==> config.mk <==
export PLATFORM = sky130hd
export DESIGN_NAME = bus_arbiter5_flat
export DESIGN_NICKNAME = d
export VERILOG_FILES = /design/src/rtl/arb5_pkg.sv /design/src/rtl/bus_arbiter5_if.sv /design/src/rtl/rr_pick5.sv /design/src/rtl/bus_arbiter5.sv /design/src/flat_wrapper.sv
export SDC_FILE = /design/constraint.sdc
export NUM_CORES = 1
export LEC_CHECK = 0
export CAP_MARGIN = 25
export CORE_ASPECT_RATIO = 1.5
export CORE_MARGIN = 2
export CORE_UTILIZATION = 35
export DETAILED_ROUTE_END_ITERATION = 10
export GPL_ROUTABILITY_DRIVEN = 0
export REMOVE_ABC_BUFFERS = 1
export SLEW_MARGIN = 40
export SYNTH_ARGS = -nofsm -noshare
export SYNTH_HDL_FRONTEND = slang
export SYNTH_SLANG_ARGS = --single-unit
==> constraint.sdc <==
create_clock -name clk -period 12.95 [get_ports clk]
set_clock_uncertainty 0.1 [all_clocks]
set_input_delay 1.9425 -clock clk [delete_from_list [all_inputs] [get_ports clk]]
set_output_delay 1.9425 -clock clk [all_outputs]
set_load 0.005 [all_outputs]
==> src/rtl/arb5_pkg.sv <==
// Shared constants, FSM encoding and mod-5 pointer helper for the five-way round-robin arbiter.
package arb5_pkg;

    localparam int unsigned N_REQ = 5;
    localparam int unsigned SEL_W = 3;
    localparam int unsigned CNT_W = 8;

    localparam logic [0:0] ST_IDLE = 1'b0;
    localparam logic [0:0] ST_OWN  = 1'b1;

    // Advance a requester index by one, wrapping 4 -> 0.
    function automatic logic [SEL_W-1:0] inc_mod5(input logic [SEL_W-1:0] v);
        return (v >= SEL_W'(N_REQ - 1)) ? '0 : v + SEL_W'(1);
    endfunction

endpackage

==> src/rtl/bus_arbiter5_if.sv <==
// Request/grant bundle between the five requesters and the arbiter that steers the result mux.
interface bus_arbiter5_if;
    import arb5_pkg::*;

    logic [N_REQ-1:0] req;
    logic [N_REQ-1:0] done;
    logic [N_REQ-1:0] grant;
    logic [SEL_W-1:0] sel;
    logic             valid;
    logic             preempt;

    modport master (
        output req,
        output done,
        input  grant,
        input  sel,
        input  valid,
        input  preempt
    );

    modport slave (
        input  req,
        input  done,
        output grant,
        output sel,
        output valid,
        output preempt
    );

endinterface

==> src/rtl/rr_pick5.sv <==
// Combinational round-robin picker: first set request scanning from i_ptr upward, mod 5.
module rr_pick5
    import arb5_pkg::*;
(
    input  logic [N_REQ-1:0] i_req,
    input  logic [SEL_W-1:0] i_ptr,
    output logic             o_found,
    output logic [N_REQ-1:0] o_onehot,
    output logic [SEL_W-1:0] o_idx
);

    logic [SEL_W-1:0] w_pos;

    always_comb begin
        o_found  = 1'b0;
        o_onehot = '0;
        o_idx    = '0;
        w_pos    = i_ptr;
        for (int k = 0; k < int'(N_REQ); k++) begin
            if (!o_found && i_req[w_pos]) begin
                o_found         = 1'b1;
                o_onehot[w_pos] = 1'b1;
                o_idx           = w_pos;
            end
            w_pos = inc_mod5(w_pos);
        end
    end

endmodule

==> src/rtl/bus_arbiter5.sv <==
// Five-way round-robin tenure arbiter driving the result-mux select.
// Optional forced release after MAX_HOLD cycles is compiled in with ARB5_TIMEOUT_EN.
module bus_arbiter5
    import arb5_pkg::*;
#(
    parameter int unsigned MAX_HOLD = 16
) (
    input  logic           clk,
    input  logic           rst,
    bus_arbiter5_if.slave  bus
);

    logic [0:0]       r_state;
    logic [N_REQ-1:0] r_grant;
    logic [SEL_W-1:0] r_sel;
    logic             r_valid;
    logic [SEL_W-1:0] r_ptr;

    logic [0:0]       w_nxt_state;
    logic [N_REQ-1:0] w_nxt_grant;
    logic [SEL_W-1:0] w_nxt_sel;
    logic             w_nxt_valid;
    logic [SEL_W-1:0] w_nxt_ptr;

    logic             w_owner_req;
    logic             w_owner_done;
    logic             w_others;
    logic             w_timeout;
    logic             w_release;
    logic             w_arb;
    logic [N_REQ-1:0] w_masked;
    logic             w_found;
    logic [N_REQ-1:0] w_win_onehot;
    logic [SEL_W-1:0] w_win_idx;

    // In IDLE r_grant is zero, so the mask only bites when releasing an owner.
    assign w_masked     = bus.req & ~r_grant;
    assign w_owner_req  = |(bus.req & r_grant);
    assign w_owner_done = |(bus.done & r_grant);
    assign w_others     = |w_masked;

`ifdef ARB5_TIMEOUT_EN
    localparam logic [CNT_W-1:0] HOLD_LAST = CNT_W'(MAX_HOLD - 1);

    logic [CNT_W-1:0] r_cnt;
    logic [CNT_W-1:0] w_nxt_cnt;
    logic             r_preempt;
    logic             w_nxt_preempt;

    assign w_timeout   = (r_cnt == HOLD_LAST) && w_others;
    assign bus.preempt = r_preempt;
`else
    logic w_unused_max_hold;

    assign w_unused_max_hold = ^CNT_W'(MAX_HOLD);
    assign w_timeout         = 1'b0;
    assign bus.preempt       = 1'b0;
`endif

    assign w_release = !w_owner_req || w_owner_done || w_timeout;

    rr_pick5 u_pick (
        .i_req    (w_masked),
        .i_ptr    (r_ptr),
        .o_found  (w_found),
        .o_onehot (w_win_onehot),
        .o_idx    (w_win_idx)
    );

    // Next-state and next-output logic; arbitration reuses the same cycle as a release.
    always_comb begin
        w_nxt_state = r_state;
        w_nxt_grant = r_grant;
        w_nxt_sel   = r_sel;
        w_nxt_valid = r_valid;
        w_nxt_ptr   = r_ptr;
        w_arb       = 1'b0;
`ifdef ARB5_TIMEOUT_EN
        w_nxt_cnt     = r_cnt;
        w_nxt_preempt = 1'b0;
`endif
        case (r_state)
            ST_IDLE: w_arb = 1'b1;
            ST_OWN: begin
                w_arb = w_release;
`ifdef ARB5_TIMEOUT_EN
                w_nxt_preempt = w_timeout && w_owner_req && !w_owner_done;
                if (!w_release && (r_cnt != HOLD_LAST)) begin
                    w_nxt_cnt = r_cnt + CNT_W'(1);
                end
`endif
            end
            default: w_arb = 1'b1;
        endcase

        if (w_arb) begin
            if (w_found) begin
                w_nxt_state = ST_OWN;
                w_nxt_grant = w_win_onehot;
                w_nxt_sel   = w_win_idx;
                w_nxt_valid = 1'b1;
                w_nxt_ptr   = inc_mod5(w_win_idx);
`ifdef ARB5_TIMEOUT_EN
                w_nxt_cnt   = '0;
`endif
            end else begin
                w_nxt_state = ST_IDLE;
                w_nxt_grant = '0;
                w_nxt_sel   = '0;
                w_nxt_valid = 1'b0;
            end
        end
    end

    always_ff @(posedge clk or posedge rst) begin
        if (rst) begin
            r_state <= ST_IDLE;
            r_grant <= '0;
            r_sel   <= '0;
            r_valid <= 1'b0;
            r_ptr   <= '0;
        end else begin
            r_state <= w_nxt_state;
            r_grant <= w_nxt_grant;
            r_sel   <= w_nxt_sel;
            r_valid <= w_nxt_valid;
            r_ptr   <= w_nxt_ptr;
        end
    end

`ifdef ARB5_TIMEOUT_EN
    always_ff @(posedge clk or posedge rst) begin
        if (rst) begin
            r_cnt     <= '0;
            r_preempt <= 1'b0;
        end else begin
            r_cnt     <= w_nxt_cnt;
            r_preempt <= w_nxt_preempt;
        end
    end
`endif

    assign bus.grant = r_grant;
    assign bus.sel   = r_sel;
    assign bus.valid = r_valid;

endmodule

==> src/flat_wrapper.sv <==
// flat-port wrapper written by rule: the top's interface ports become plain ports
module bus_arbiter5_flat import arb5_pkg::*;
#(
    parameter int unsigned MAX_HOLD = 16
)
  (clk, rst, bus_req, bus_done, bus_grant, bus_sel, bus_valid, bus_preempt);
  bus_arbiter5_if bus_i ();
  input  logic clk;
  input  logic rst;
  input wire logic [$bits(bus_i.req)-1:0] bus_req;
  input wire logic [$bits(bus_i.done)-1:0] bus_done;
  output wire logic [$bits(bus_i.grant)-1:0] bus_grant;
  output wire logic [$bits(bus_i.sel)-1:0] bus_sel;
  output wire logic [$bits(bus_i.valid)-1:0] bus_valid;
  output wire logic [$bits(bus_i.preempt)-1:0] bus_preempt;
  assign bus_i.req = bus_req;
  assign bus_i.done = bus_done;
  assign bus_grant = bus_i.grant;
  assign bus_sel = bus_i.sel;
  assign bus_valid = bus_i.valid;
  assign bus_preempt = bus_i.preempt;
  bus_arbiter5 #(.MAX_HOLD(MAX_HOLD)) u_core (.clk(clk), .rst(rst), .bus(bus_i));
endmodule
==> summary.md <==
| Metric | Value |
|---|---|
| Status | `finished, final reports clean` |
| Max Transition Viols Final | `0` |
| Mapped Area | `roughly 0.0016 sq mm` |
| Syn avg cell area | `~8.4 sq um` |
| First DRT Iteration DRCs | `approximately 80` |
| Initial Util | `a little over a third` |
| CP Class | `reg2reg` |
| # fillers | `462` |
| I/O pin cnt | `22` |
| Hold buffers post-CTS | `0` |
| Sequential fraction of the synthesis area | `18.93%` |
| CTS tree | `built` |
| DRC Markers | `0` |
| Ys flop type | `dfrtp_1` |
| #FFs+latches synth | `12` |
| Global-route usage over all layers | `just over 20%` |
| Port Buffers | `20` |
| CTS Sinks | `12` |
| H-tree levels | `1` |
| Die Area | `a little over 0.005 sq mm` |
| Design area | `~0.0018 sq mm` |
| CP endpoint kind | `register` |
| Area growth from synthesis to layout | `16.56%` |
| Arrival @ worst endpoint | `5480 ps` |
| DP HPWL | `just under 4000 um` |
| First-pass GRT wire length | `8100 um` |
| Critical path launch point type | `register` |
| Drt first pass iters | `4` |
| Vias in the first global route | `about 1600` |
| Place WS | `~7500 ps` |
| Largest net degree at the start of global routing | `17` |
| Core area | `approximately 0.0044 sq mm` |
| N_diodes | `0` |
| Netlist cell types | `75` |
| Placed cell count | `250` |
| Vias | `1567` |
| CTS root buf | `clkbuf_8` |
| Fmax | `~180 MHz` |
| Initial antenna violation count | `0` |
| TNS Setup | `0 ps` |
| Ys Warns | `0` |
| Mean routed wirelength per cell | `19.50 um` |
| Setup-failing EPs final | `0` |
| Worst R2R Path Depth | `18` |
| Vias/cell | `slightly above 6` |
| Drt total wl | `a little under 5000 um` |
| Min Tclk post-route | `~5500 ps` |
| Nets@finish | `around 230` |
| Register Area | `around 300 sq um` |
| Antenna viol nets, final | `0` |
| CP required | `around 13000 ps` |
| Worst-Skew Late Latency | `~250 ps` |
| Asr flop ratio synth | `100.0%` |
| PnR worst setup slack | `7484 ps` |
| Max Cap Viol | `0` |
| Slew margin rel. | `between 50% and 60%` |
| Number of flops mapped to enable cells by yosys | `0` |
| TritonCTS buffer count | `3` |
| Mapped Cells | `190` |
| Worst-Margin Slew | `671.9 ps` |
| Clock transition at path regs | `around 50 ps` |
| Number of cell rows | `30` |
| Critical-path maximum fanout | `10` |
| Horiz. Die Dim | `58.97 um` |
| Worst hold-check path type | `reg2reg` |
| Area after DPL | `0.001794 sq mm` |
| Share of layout cells above drive strength 1 | `17.48%` |
| Area occupied by multi-input gates | `about 0.0012 sq mm` |
| Final hold violations | `0` |
| Worst hold stages | `2` |
| Post-route insts no fill | `approximately 250` |
| Final period util | `between 40% and 50%` |
| RSZ-0062 raised after global routing | `false` |
| CTS max path bufs | `2` |
| Post-CTS setup buffers | `0` |
| Remaining global-route overflow | `0` |
| Resized Gates After CTS | `0` |
| Die Y | `around 86 um` |
## cell usage after synthesis, types with 3 or more instances
master / instances / area, sq um
nand3_1: 4 / 20.02
nor2_1: 13 / 48.80
nand2_1: 15 / 56.30
inv_1: 11 / 41.29
a21oi_1: 6 / 30.03
or2_2: 4 / 25.02
o21ai_0: 8 / 40.04
nor3_1: 5 / 25.02
a22oi_1: 4 / 30.03
o211ai_1: 3 / 22.52
a211oi_1: 4 / 30.03
dfrtp_1: 12 / 300.3
nor2b_1: 3 / 18.77
nand2b_1: 6 / 37.54
ha_1: 7 / 87.58
a31oi_1: 4 / 25.02
a32oi_1: 3 / 26.28
nor4b_1: 3 / 26.28
## layer usage
metal	routed length, um	GRT usage, %	part of all wire [%]
met1	1978	24.54	40
met2	2656	37.78	54
met3	131	1.045	2.6
met4	186	8.471	3.8
met5	0	0	0
## stage by stage
| stage | util [%] | hold WS [ps] |
|---|---|---|
| floorplan | - | 372.6 |
| global placement | 40.51 | 375.1 |
| detailed placement | 40.51 | 376.4 |
| CTS | 41.75 | 391.1 |
| global route | 41.75 | 417.3 |
| finish | 41.75 | 392.8 |
## layout make-up
| class | instances | area share (%) |
|---|---|---|
| Sequential cell | 12 | 16.24 |
| Multi-Input combinational cell | 156 | 63.67 |
| Clock buffer | 4 | 2.977 |
| Inverter | 13 | 2.639 |
| Timing Repair Buffer | 21 | 11.23 |
| Tap cell | 48 | 3.248 |
## sequential cells by signal, summed over array words and instances, names as in the netlist
register	count
u_core.bus.grant	5
u_core.bus.valid	1
u_core.r_ptr	3
u_core.bus.sel	3
## critical path: stages, from the launching register on
cell and delay, ps:
dfrtp_1 530, inv_1 160, ha_1 380, nand2_1 140, inv_1 80, ha_1 340
and2_1 210, ha_1 380, a21boi_2 350, ha_1 340, or3b_1 400, or4_4 470
and4_4 200, a211oi_4 310, nand3b_4 150, o221ai_1 360, ha_1 310, nand2_1 60
o22ai_1 70
## kinds of logic after synthesis
logic type,synth area share (%)
AO/OA/AOI/OAI,36.75
adder cells (fa/ha/maj),5.520
buffers and inverters,6.861
AND/OR/NAND/NOR,31.07
multiplexers,0.6309
flip-flops,18.93
other,0.2364
## layout by cell type (no fill, tap or decap), types with 3 or more instances in the layout
| master | Yosys | final |
|---|---|---|
| a211oi_1 | 4 | 4 |
| a21oi_1 | 6 | 6 |
| a22oi_1 | 4 | 4 |
| a31oi_1 | 4 | 4 |
| a32oi_1 | 3 | 3 |
| clkbuf_8 | 0 | 4 |
| clkdlybuf4s50_1 | 0 | 20 |
| dfrtp_1 | 12 | 12 |
| ha_1 | 7 | 7 |
| inv_1 | 11 | 11 |
| nand2_1 | 15 | 15 |
| nand2b_1 | 6 | 6 |
| nand3_1 | 4 | 4 |
| nor2_1 | 13 | 13 |
| nor2b_1 | 3 | 3 |
| nor3_1 | 5 | 5 |
| nor4b_1 | 3 | 3 |
| o211ai_1 | 3 | 3 |
| o21ai_0 | 8 | 8 |
| or2_2 | 4 | 4 |
## path summary, 6_finish.rpt
check / from / to / slack (ps)
setup / recovery: u_core.r_ptr[0]$_DFFE_PP0P_ / u_core.r_ptr[1]$_DFFE_PP0P_ / 7480
hold / removal: u_core.bus.sel[2]$_DFFE_PP0N_ / u_core.bus.sel[2]$_DFFE_PP0N_ / 390
setup reg to reg: u_core.r_ptr[0]$_DFFE_PP0P_ / u_core.r_ptr[1]$_DFFE_PP0P_ / 7480
hold reg to reg: u_core.bus.sel[2]$_DFFE_PP0N_ / u_core.bus.sel[2]$_DFFE_PP0N_ / 390
max in group asynchronous: rst / u_core.bus.grant[4]$_DFFE_PP0N_ / 10530
min in group asynchronous: rst / u_core.bus.grant[1]$_DFFE_PP0N_ / 1900
Power is left out: the tool's default activity adds up to more than one toggle a clock period on the data nets, which glitch-free logic cannot reach.
